### src/rtl/sha256_arbiter.sv
// sha256_arbiter
// Round-robin scheduler sharing one sha256 core between N_REQ message sources.
// A requester owns the core from its first accepted word until its digest has
// been delivered. Only the owner's digest is routed back.
//
// Handshake rule used on every stream here: a beat transfers on a rising clk_i
// edge where valid and ready are both high. A source holds data/last stable
// while valid is high and ready is low. Ready may depend combinationally on
// state and on the downstream ready, never on the same port's valid.
//
// Ports:
//   clk_i, rst_i          clock, synchronous active-high reset
//   req_data_i/last/valid per-requester message words in, req_ready_o back
//   rsp_data_o            digest, broadcast to all requesters
//   rsp_valid_o           one-hot digest valid to the owner, rsp_ready_i back
//   core_data_o/last/valid/ready_i   word stream to the core
//   core_data_i/valid_i/ready_o      digest stream from the core
//   grant_o               index of the current (or most recent) owner
//   busy_o                high while an owner holds the core
//   state_o               FSM state for debug (0 IDLE, 1 FEED, 2 WAIT)
module sha256_arbiter #(
  parameter int N_REQ   = 4,
  parameter int I_WIDTH = 32,
  parameter int O_WIDTH = 256
) (
  input  logic                               clk_i,
  input  logic                               rst_i,
  input  logic [N_REQ-1:0][I_WIDTH-1:0]      req_data_i,
  input  logic [N_REQ-1:0]                   req_last_i,
  input  logic [N_REQ-1:0]                   req_valid_i,
  output logic [N_REQ-1:0]                   req_ready_o,
  output logic [O_WIDTH-1:0]                 rsp_data_o,
  output logic [N_REQ-1:0]                   rsp_valid_o,
  input  logic [N_REQ-1:0]                   rsp_ready_i,
  output logic [I_WIDTH-1:0]                 core_data_o,
  output logic                               core_last_o,
  output logic                               core_valid_o,
  input  logic                               core_ready_i,
  input  logic [O_WIDTH-1:0]                 core_data_i,
  input  logic                               core_valid_i,
  output logic                               core_ready_o,
  output logic [$clog2(N_REQ)-1:0]           grant_o,
  output logic                               busy_o,
  output logic [1:0]                         state_o
);

  localparam int GW = $clog2(N_REQ);

  typedef enum logic [1:0] {
    IDLE = 2'd0,
    FEED = 2'd1,
    WAIT = 2'd2
  } state_t;

  state_t        state;
  logic [GW-1:0] rr_ptr;
  logic [GW-1:0] pick_idx;
  logic          pick_vld;
  logic [GW:0]   scan_idx;
  logic [GW-1:0] rr_next;
  logic          feed_last_xfer;
  logic          rsp_xfer;

  assign state_o = state;

  // Circular search starting at rr_ptr. The extra index bit lets the sum
  // exceed N_REQ-1 before wrapping, which also covers non-power-of-2 N_REQ.
  always_comb begin
    pick_idx = rr_ptr;
    pick_vld = 1'b0;
    scan_idx = '0;
    for (int i = 0; i < N_REQ; i++) begin
      scan_idx = {1'b0, rr_ptr} + (GW+1)'(i);
      if (scan_idx >= (GW+1)'(N_REQ)) begin
        scan_idx = scan_idx - (GW+1)'(N_REQ);
      end
      if (!pick_vld && req_valid_i[scan_idx[GW-1:0]]) begin
        pick_vld = 1'b1;
        pick_idx = scan_idx[GW-1:0];
      end
    end
  end

  // The requester just served drops to lowest priority next time round.
  assign rr_next = (grant_o == GW'(N_REQ-1)) ? '0 : grant_o + GW'(1);

  // Pass-through muxing. Data/last follow grant_o in every state; only the
  // valid/ready qualifiers are gated by state.
  always_comb begin
    core_data_o  = req_data_i[grant_o];
    core_last_o  = req_last_i[grant_o];
    core_valid_o = 1'b0;
    req_ready_o  = '0;
    rsp_data_o   = core_data_i;
    rsp_valid_o  = '0;
    core_ready_o = 1'b0;
    if (state == FEED) begin
      core_valid_o         = req_valid_i[grant_o];
      req_ready_o[grant_o] = core_ready_i;
    end
    if (state == WAIT) begin
      rsp_valid_o[grant_o] = core_valid_i;
      core_ready_o         = rsp_ready_i[grant_o];
    end
  end

  assign feed_last_xfer = core_valid_o && core_ready_i && core_last_o;
  assign rsp_xfer       = core_valid_i && core_ready_o;

  always_ff @(posedge clk_i) begin
    if (rst_i) begin
      state   <= IDLE;
      grant_o <= '0;
      busy_o  <= 1'b0;
      rr_ptr  <= '0;
    end else begin
      case (state)
        IDLE: begin
          if (pick_vld) begin
            grant_o <= pick_idx;
            busy_o  <= 1'b1;
            state   <= FEED;
          end
        end
        FEED: begin
          if (feed_last_xfer) begin
            state <= WAIT;
          end
        end
        WAIT: begin
          // Grant is only released once the digest has left the core, so a
          // stalled owner blocks everyone else.
          if (rsp_xfer) begin
            rr_ptr <= rr_next;
            busy_o <= 1'b0;
            state  <= IDLE;
          end
        end
        default: begin
          busy_o <= 1'b0;
          state  <= IDLE;
        end
      endcase
    end
  end

endmodule

### config.mk
export PLATFORM = sky130hd
export DESIGN_NAME = sha256_arbiter
export DESIGN_NICKNAME = d
export VERILOG_FILES = /design/src/rtl/sha256_arbiter.sv
export SDC_FILE = /design/constraint.sdc
export NUM_CORES = 1
export LEC_CHECK = 0
export BUFFER_PORTS_ARGS = -buffer_cell sky130_fd_sc_hd__buf_2
export CAP_MARGIN = 5
export CORE_AREA = 4 4 272 274
export DETAILED_ROUTE_END_ITERATION = 12
export DIE_AREA = 0 0 276 278
export PLACE_DENSITY = 0.31
export SYNTH_ARGS = -nofsm -noshare
export SYNTH_HDL_FRONTEND = slang
export SYNTH_SLANG_ARGS = --single-unit
### constraint.sdc
create_clock -name clk_i -period 3.1 [get_ports clk_i]
set_input_delay 0.31 -clock clk_i [delete_from_list [all_inputs] [get_ports clk_i]]
set_output_delay 0.31 -clock clk_i [all_outputs]
set_load 0.03 [all_outputs]
==> metrics.md, run 1 <==
| Metric | Value |
|---|---|
| Status | complete, no violations |
| Initial core utilization | 4.56% |
| CP Capture Type | primary output |
| TNS Setup | 0 ns |
| Wire length of the first global-routing pass | 21,400 um |
| Total die area | 0.0767 mm^2 |
| Final #Nets | 694 |
| Post-CTS Resized | 0 |
| Max Cap Viol | 0 |
| Type of origin of the critical path | register |
| Launch point of the worst reg-to-reg path | grant_o[1]$_SDFFE_PP0P_ |
| Clock sink count | 7 |
| Post-Syn Area | 0.00325 mm^2 |
| Hold endpoint | grant_o[0]$_SDFFE_PP0P_ |
| Worst min path class | in2reg |
| Sequential element share of the synthesized area | 4.31% |
| Placed cell area | 0.00346 mm^2 |
| Most numerous cell in the Yosys netlist | buf_4 |
| Syn Nets | 760 |
| Asr flop ratio synth | 0% |
| Total GRT Usage | 3.83% |
| Post-CTS Setup Inserts | 0 |
| F_max | 481 MHz |
| Die extent in y | 278 um |
| Yosys top cell area share | 59.6% |
| Pwr/cell area | 240 mW/mm^2 |
| Die Width | 276 um |
| Worst r2r path cells | 4 |
| Predominant post-synthesis flop cell | dfxtp_1 |
| Final Instance Area | 0.00354 mm^2 |
| Final setup viols | 0 |
| DP HPWL | 14,000 um |
| Post-synthesis area per instance | 9.13 um^2 |
| Vias in the first global route | 2,706 |
| Post-route DRC | 0 |
| Grt total ovfl | 0 |
| EDFF count, synth | 0 |
| Final WL | 16,000 um |
| Layout Skew | 0.000684 ns |
| Routability congestion estimate | 0.795 |
| I/O pin total | 704 |
| Crit path time final | 2.08 ns |
| Yosys cell types | 28 |
| Max_slew headroom | 63.3% |
| Syn. warnings | 0 |
| CTS tree | built |
| Post-synth top cells | 258 x buf_4, 35 x mux4_2, 8 x and3_1 |
| Clock root buffer | clkbuf_16 |
| LEAKAGE | 1.25 nW |
| Clock buffer count from CTS | 3 |
| Slew at the pin with the worst max-slew slack | 0.545 ns |
| Clk_lat worst skew | 0.23 ns |
| Worst R2R End | rr_ptr[0]$_SDFFE_PP0P_ |
| RSZ-0062 raised after global routing | false |
| Final slew viol count | 0 |
| Iteration-0 DRC Markers | 81 |
| HP Start | rst_i |
| Hold Path Depth | 2 |
| Routed via count | 2,255 |
| Arr. time, crit path | 1.77 ns |
| Worst vdd ir | 0.121 mV |
| Synthesis-stage register bit count | 7 |
| Flop2flop setup slack | 1.55 ns |
| Synth area leader | buf_4 |
| Antenna violations before repair | 5 |
| Worst EP required | 2.79 ns |
| Detailed-route vias per instance | 1.82 |
| Core Box Area | 0.0714 mm^2 |
| Largest net degree at the start of global routing | 33 |
| Clock slew at reported path FFs | 0.04 ns |
| H-tree levels | 1 |
| Hold-fix buffers, CTS | 0 |
| Area contributors post-synth | buf_4 60%, mux4_2 24%, dfxtp_1 4.3% |
| Crit-path max FO | 32 |
| Post-DRT Antenna Nets | 0 |
| Site Rows | 98 |
| Input/output buffers | 191 |
| Fin. Hold Viols | 0 |
| First-pass DRT Iterations | 4 |
| Tcrit/Tclk final | 67.1% |
| Critical path type | reg2out |
| Mapped Cells | 356 |
| Area Overhead vs Synth | 8.89% |
| Mean routed wirelength per cell | 12.9 um |
| Bufs on Longest Clock Path | 2 |
| Layout cells sized above 1 | 82.4% |
| Post-layout power | 0.851 mW |
cell usage in the layout (no fill, tap or decap), types with 2 or more instances in the layout:
master and n:
dfxtp_1 5, a21oi_1 5, inv_1 5, clkbuf_16 3, buf_2 191, nor2_1 3
nand2b_1 2, and2b_1 2, buf_12 2, nand2_1 4, a221oi_1 2, and3_1 8
ha_1 4, mux2i_1 2, mux4_2 35
flip-flops by register name, summed over array words and instances, names as in the netlist:
register  cells
grant_o       2
state_o       2
busy_o        1
rr_ptr        2
metal layers:
metal | global-route usage, % | share of wire [%] | up-vias
met5 | 0 | 0 | -
met4 | 2.28 | 6.6 | 0
met3 | 3.05 | 19 | 112
met2 | 6.18 | 45 | 367
met1 | 3.35 | 29 | 964
li1 | - | - | 812
how the worst max path moves through the flow:
stage	cells past startpoint	startpoint	endpoint	slack [ns]
6_report	3	grant_o[0]$_SDFFE_PP0P_	core_data_o[9]	1.02
5_1_grt	3	grant_o[0]$_SDFFE_PP0P_	core_data_o[9]	0.91
4_1_cts	3	grant_o[0]$_SDFFE_PP0P_	core_data_o[9]	0.95
3_5_place_dp	3	grant_o[0]$_SDFFE_PP0P_	core_data_o[9]	1.20
3_3_place_gp	3	grant_o[0]$_SDFFE_PP0P_	core_data_o[8]	1.23
2_1_floorplan	3	grant_o[0]$_SDFFE_PP0P_	core_data_o[0]	1.14
layout make-up:
cell class	instances	area, um^2
Timing Repair Buffer	194	1000
Tap cell	950	1190
Clock buffer	3	75.1
Antenna cell	1	2.50
Fill cell	8492	67800
Inverter	5	18.8
Multi-Input combinational cell	79	1100
Clock inverter	1	5.00
Sequential cell	7	145
kinds of logic (layout without fill, tap and decap cells):
kind of cell | count (synthesis) | after routing | synth area share (%)
AND/OR/NAND/NOR | 25 | 25 | 4.46
AO/OA/AOI/OAI | 13 | 13 | 3.00
buffers and inverters | 270 | 203 | 61.8
multiplexers | 37 | 37 | 24.9
flip-flops | 7 | 7 | 4.31
other | 0 | 1 | 0
adder cells (fa/ha/maj) | 4 | 4 | 1.54
worst max-delay path, cell delays in order (launching register included):
cell	delay (ns)
dfxtp_4	0.43
buf_12	0.30
mux4_2	0.55
buf_2	0.19
stage by stage:
step / utilization [%] / worst slack (ns) / std cells / hold WS [ns]
detailed placement: 4.84 / 1.20 / 1235 / 0.519
CTS: 4.96 / 0.954 / 1239 / 0.351
global placement: 4.84 / 1.23 / 1235 / 0.508
finish: 4.96 / 1.02 / 1240 / 0.348
global route: 4.96 / 0.905 / 1239 / 0.369
floorplan: - / 1.14 / 356 / 0.379
report_power, final:
part / internal (mW) / switching (mW) / leakage, nW
logic: 0.225 / 0.293 / 1.15
clock network: 0.169 / 0.0500 / 0.0409
registers: 0.0968 / 0.0167 / 0.0585
Note: power is estimated with default switching activity, not from simulation.
==> inputs of run 2 (changes only) <==
==> config.mk (replaced) <==
export PLATFORM = sky130hd
export DESIGN_NAME = sha256_arbiter
export DESIGN_NICKNAME = d
export VERILOG_FILES = /design/src/rtl/sha256_arbiter.sv
export SDC_FILE = /design/constraint.sdc
export NUM_CORES = 1
export LEC_CHECK = 0
export ABC_AREA = 1
export BUFFER_PORTS_ARGS = -buffer_cell sky130_fd_sc_hd__buf_2
export CAP_MARGIN = 5
export CORE_AREA = 4 4 268 270
export DETAILED_ROUTE_END_ITERATION = 12
export DIE_AREA = 0 0 272 274
export PLACE_DENSITY = 0.32
export SYNTH_ARGS = -nofsm -noshare
export SYNTH_HDL_FRONTEND = slang
export SYNTH_SLANG_ARGS = --single-unit
==> constraint.sdc (replaced) <==
create_clock -name clk_i -period 1.98 [get_ports clk_i]
set_input_delay 0.198 -clock clk_i [delete_from_list [all_inputs] [get_ports clk_i]]
set_output_delay 0.198 -clock clk_i [all_outputs]
set_load 0.03 [all_outputs]
==> metrics.md, run 2 <==
| Metric | Value |
|---|---|
| Iteration-0 DRC Markers | 116 |
| Bufs on Longest Clock Path | 2 |
| Type of origin of the critical path | register |
| Site Rows | 97 |
| Final #Nets | 919 |
| Max Cap Viol | 0 |
| Pwr/cell area | 502 mW/mm^2 |
| Crit path cell chain | inv_2 -> buf_4 -> o21ai_0 -> o22ai_2 -> buf_2 |
| Final Instance Area | 0.00405 mm^2 |
| Final Util | 5.83% |
| Input/output buffers | 191 |
| Synth area leader | buf_4 |
| Crit-path max FO | 9 |
| Commonest non-fill, non-tap cells in the layout | 191 x buf_2, 79 x nor2_1, 71 x o21ai_0 |
| Syn. warnings | 0 |
| Routed via count | 3,472 |
| CP max stage delay | 0.35 ns |
| Crit path time final | 1.90 ns |
| Clock sink count | 7 |
| Post-DRT Antenna Nets | 0 |
| Die extent in y | 274 um |
| Mapped Cells | 582 |
| Grt total ovfl | 0 |
| Worst path slowest cell | dfxtp_2 |
| Post-synth top cells | 258 x buf_4, 79 x nor2_1, 71 x o21ai_0 |
| Syn Nets | 986 |
| PnR worst setup slack | 0.0784 ns |
| Max_slew headroom | 72.4% |
| Asr flop ratio synth | 0% |
| Tcrit/Tclk final | 96.0% |
| Layout cells sized above 1 | 49.2% |
| DP HPWL | 19,200 um |
| Commonest non-fill, non-tap cell in the layout | buf_2 |
| Yosys cell types | 25 |
| Total die area | 0.0745 mm^2 |
| Post-route DRC | 0 |
| Clock root buffer | clkbuf_16 |
| EDFF count, synth | 0 |
| Area contributors post-synth | buf_4 53%, o21ai_0 9.8%, nor2_1 8.2% |
| WL met1 | 5430 um |
| Final slew viol count | 0 |
| Mean routed wirelength per cell | 15.2 um |
| Antenna violations before repair | 6 |
| Detailed-route vias per instance | 2.38 |
| Initial core utilization | 5.22% |
| I/O pin total | 704 |
| Die Width | 272 um |
| Status | complete, no violations |
| Routability congestion estimate | 0.786 |
| Fin. Hold Viols | 0 |
| LEAKAGE | 1.60 nW |
| F_max | 526 MHz |
| Vias in the first global route | 3,702 |
| Total GRT Usage | 5.32% |
| Final setup viols | 0 |
| Clock buffer count from CTS | 3 |
| DR WL met2 | 10,300 um |
| Area Overhead vs Synth | 11.7% |
| Worst min path class | in2reg |
| Largest net degree at the start of global routing | 41 |
| Predominant post-synthesis flop cell | dfxtp_1 |
| Worst EP required | 1.78 ns |
| Placed cells | 1,445 |
| Sequential element share of the synthesized area | 3.86% |
| Met3 WL | 4740 um |
| First-pass DRT Iterations | 4 |
| Core Box Area | 0.0695 mm^2 |
| Layout Skew | 0.00141 ns |
| Slew at the pin with the worst max-slew slack | 0.410 ns |
| CTS tree | built |
| CP Capture Type | primary output |
| Hold-fix buffers, CTS | 0 |
| DR top layer | met5 |
| Cell Count, Final, Fillers Out | 1,456 |
| TNS Setup | 0 ns |
| RSZ-0062 raised after global routing | false |
| Clk_lat worst skew | 0.23 ns |
| Post-Syn Area | 0.00363 mm^2 |
| Final WL | 22,100 um |
| Pre-CTS setup slack | 0.198 ns |
| Critical path type | reg2out |
| Most numerous cell in the Yosys netlist | buf_4 |
| Placed cell area | 0.00392 mm^2 |
| Worst vdd ir | 0.268 mV |
| Wire length of the first global-routing pass | 27,800 um |
| Post-synthesis area per instance | 6.24 um^2 |
| H-tree levels | 1 |
| Clock slew at reported path FFs | 0.04 ns |
| Arr. time, crit path | 1.70 ns |
| Yosys top cell area share | 53.4% |
| Synthesis-stage register bit count | 7 |
## run 2: cell count changes after synthesis, moves of 11 or more
cell      before  now
nor2_1         3   79
o21ai_0        1   71
mux4_2        35    0
o22ai_1        0   33
nand2_1        4   35
nand2_2        0   14
nand3_1        0   13
clkbuf_1       4   15
inv_1          5   16
## run 2: cell families (layout without fill, tap and decap cells)
| family | count (synthesis) | after routing | share of synthesized area [%] |
|---|---|---|---|
| adders and majority gates | 4 | 4 | 1.38 |
| AOI/OAI and AO/OA | 119 | 119 | 18.1 |
| other | 0 | 2 | 0 |
| DFF | 7 | 7 | 3.86 |
| buffers and inverters | 302 | 234 | 58.8 |
| and+or+nand+nor | 150 | 150 | 17.8 |
## run 2: final cells by class
class	count	area, um^2
Multi-Input combinational cell	273	1420
Antenna cell	2	5.00
Clock buffer	4	78.8
Tap cell	940	1180
Inverter	21	83.8
Timing Repair Buffer	209	1140
Sequential cell	7	145
Fill cell	8292	65500
## run 2: final timing paths
kind	startpoint	to	slack [ns]	cells past startpoint
worst max-delay path	grant_o[1]$_SDFFE_PP0P_	core_data_o[25]	0.08	5
worst min-delay path	rst_i	busy_o$_SDFFE_PP0P_	0.20	2
worst max register to register	rr_ptr[1]$_SDFFE_PP0P_	grant_o[0]$_SDFFE_PP0P_	0.38	11
worst min register to register	busy_o$_SDFFE_PP0P_	busy_o$_SDFFE_PP0P_	0.47	2
## run 2: layer usage
| layer | GRT usage [%] | vias to the layer above |
|---|---|---|
| met5 | 0.526 | - |
| met4 | 3.27 | 6 |
| met3 | 5.11 | 131 |
| met2 | 8.96 | 412 |
| met1 | 3.76 | 1434 |
| li1 | - | 1489 |
## run 2: where the power goes
part | leakage, nW | switching, mW | total [mW] | internal [mW]
sequential | 0.0585 | 0.0229 | 0.179 | 0.156
clock | 0.0382 | 0.0804 | 0.349 | 0.268
combinational | 1.50 | 1.00 | 1.51 | 0.502
## run 2: through the flow
step	hold WS [ns]	power, mW
after global placement	0.396	1.67
after detailed placement	0.396	1.68
final	0.203	2.03
after CTS	0.206	2.06
after global routing	0.216	2.19
after floorplan	0.267	2.03
## run 2: critical path: cells and delay by family, from the launching register on
| family | cells | cell delay [ns] |
|---|---|---|
| flip-flops | 1 | 0.35 |
| AO/OA/AOI/OAI | 2 | 0.39 |
| buffers and inverters | 3 | 0.72 |
## run 2: what timing repair did
action	in CTS	in global routing
gates resized for setup	1	0
endpoints found under the setup margin	1	1
buffers inserted	1	4
==> inputs of run 3 (changes only) <==
--- a/config.mk
+++ b/config.mk
@@ -8,10 +8,10 @@
 export ABC_AREA = 1
 export BUFFER_PORTS_ARGS = -buffer_cell sky130_fd_sc_hd__buf_2
 export CAP_MARGIN = 5
-export CORE_AREA = 4 4 268 270
+export CORE_AREA = 10 10 266 268
 export DETAILED_ROUTE_END_ITERATION = 12
-export DIE_AREA = 0 0 272 274
-export PLACE_DENSITY = 0.32
+export DIE_AREA = 0 0 276 278
+export PLACE_DENSITY = 0.33
 export SYNTH_ARGS = -nofsm -noshare
 export SYNTH_HDL_FRONTEND = slang
 export SYNTH_SLANG_ARGS = --single-unit
==> metrics.md, run 3 (synthesis gave the netlist of run 2 again) <==
| Metric | Value |
|---|---|
| Final #Nets | 911 |
| Crit-path max FO | 44 |
| Initial core utilization | 5.55% |
| Worst path bufs/invs | 3 |
| Clk pwr share | 17.4% |
| LEAKAGE | 1.55 nW |
| CP Capture Type | primary output |
| Pre-CTS setup slack | 0.174 ns |
| Total die area | 0.0767 mm^2 |
| Clock root buffer | clkbuf_16 |
| Worst EP required | 1.78 ns |
| Detailed-route vias per instance | 2.48 |
| Crit path cell chain | inv_2 -> buf_12 -> o21ai_0 -> o22ai_1 -> buf_2 |
| Final setup viols | 0 |
| Area Overhead vs Synth | 7.62% |
| Critical path type | reg2out |
| Site Rows | 94 |
| Total GRT Usage | 5.13% |
| Max Cap Viol | 0 |
| Clock sink count | 7 |
| H-tree levels | 1 |
| DR top layer | met5 |
| Commonest non-fill, non-tap cell in the layout | buf_2 |
| Comb pwr share | 73.9% |
| Seq pwr share | 8.7% |
| Layout Skew | 0.00205 ns |
| Core Box Area | 0.0654 mm^2 |
| CP max stage delay | 0.35 ns |
| Worst path slowest cell | dfxtp_4 |
| Clk_lat worst skew | 0.23 ns |
| Routed via count | 3,402 |
| Status | complete, no violations |
| WL met1 | 5750 um |
| DP HPWL | 18,600 um |
| Grt total ovfl | 0 |
| DR WL met2 | 10,700 um |
| Routability congestion estimate | 0.773 |
| Layout cells sized above 1 | 48.6% |
| Vias in the first global route | 3,752 |
| Iteration-0 DRC Markers | 125 |
| Met3 WL | 3460 um |
| Internal power | 0.898 mW |
| Reported net switching power | 1.09 mW |
| PnR worst setup slack | 0.147 ns |
| Kind of cell adding the most delay to the critical path | buffers and inverters |
| CTS tree | built |
| Die extent in y | 278 um |
| Die Width | 276 um |
| Largest net degree at the start of global routing | 59 |
| Max_slew headroom | 71.7% |
| RSZ-0062 raised after global routing | false |
| First-pass DRT Iterations | 4 |
| Input/output buffers | 191 |
| Post-DRT Antenna Nets | 0 |
| Clock slew at reported path FFs | 0.04 ns |
| Slew at the pin with the worst max-slew slack | 0.423 ns |
| Pwr/cell area | 509 mW/mm^2 |
| Type of origin of the critical path | register |
| Bufs on Longest Clock Path | 2 |
| I/O pin total | 704 |
| Worst vdd ir | 0.253 mV |
| Final WL | 21,500 um |
| Arr. time, crit path | 1.63 ns |
| Post-route DRC | 0 |
| Hold-fix buffers, CTS | 0 |
| Post-CTS Setup Inserts | 0 |
| Fin. Hold Viols | 0 |
| Sw frac | 54.9% |
| Clock buffer count from CTS | 3 |
| Mean routed wirelength per cell | 15.6 um |
| Commonest non-fill, non-tap cells in the layout | 191 x buf_2, 79 x nor2_1, 69 x o21ai_0 |
| Antenna violations before repair | 6 |
| TNS Setup | 0 ns |
| F_max | 546 MHz |
| Wire length of the first global-routing pass | 28,300 um |
| Crit path time final | 1.83 ns |
| Worst min path class | in2reg |
| Final slew viol count | 0 |
| Tcrit/Tclk final | 92.6% |
==> run 3: cell types whose count changed in the layout (fill, tap and decap cells not counted) <==
cell,previous run,this run
buf_4,13,6
diode_2,2,4
o21ai_0,71,69
o21ai_1,1,3
buf_6,1,0
inv_2,5,4
inv_4,0,1
nor3_1,1,0
nor3_2,3,4
==> run 3: layer usage <==
layer | track usage, % | up-vias
li1 | - | 1472
met4 | 3.94 | 2
met3 | 3.53 | 130
met1 | 3.78 | 1391
met2 | 9.11 | 407
met5 | 0 | -
==> run 3: power by group through the flow <==
stage	Combinational [mW]	Clock [mW]	Sequential, mW
after floorplan	1.84	0	0.191
after global placement	1.52	0	0.173
after detailed placement	1.52	0	0.174
after CTS	1.53	0.355	0.173
after global routing	1.63	0.370	0.175
final	1.47	0.346	0.173
==> run 3: timing repair <==
item / in CTS / in global routing
setup endpoints to repair: 4 / 1
pin swaps: 0 / 0
resized for setup: 4 / 1
hold endpoints to repair: 0 / 0
==> run 3: cell type report <==
cell class	instances	area, um^2
Antenna cell	4	10.0
Timing Repair Buffer	201	1080
Sequential cell	7	145
Clock buffer	4	78.8
Inverter	21	86.3
Multi-Input combinational cell	273	1420
Fill cell	7855	61500
Tap cell	864	1080
==> run 3: final timing paths <==
path	startpoint	to	slack, ns	depth (start not counted)
hold reg to reg	busy_o$_SDFFE_PP0P_	busy_o$_SDFFE_PP0P_	0.47	2
setup reg to reg	rr_ptr[1]$_SDFFE_PP0P_	grant_o[1]$_SDFFE_PP0P_	0.34	9
hold / removal	rst_i	state_o[1]$_SDFFE_PP0P_	0.20	2
setup / recovery	grant_o[0]$_SDFFE_PP0P_	core_data_o[0]	0.15	5
==> run 3: through the flow <==
stage / util, % / power (mW) / cells / hold slack (ns) / instance area (um^2)
floorplan: - / 2.03 / 582 / 0.267 / 3690
detailed placement: 5.82 / 1.70 / 1366 / 0.396 / 3800
global route: 5.97 / 2.17 / 1372 / 0.212 / 3900
global placement: 5.82 / 1.69 / 1366 / 0.396 / 3800
CTS: 5.95 / 2.06 / 1370 / 0.202 / 3890
finish: 5.97 / 1.99 / 1374 / 0.205 / 3910
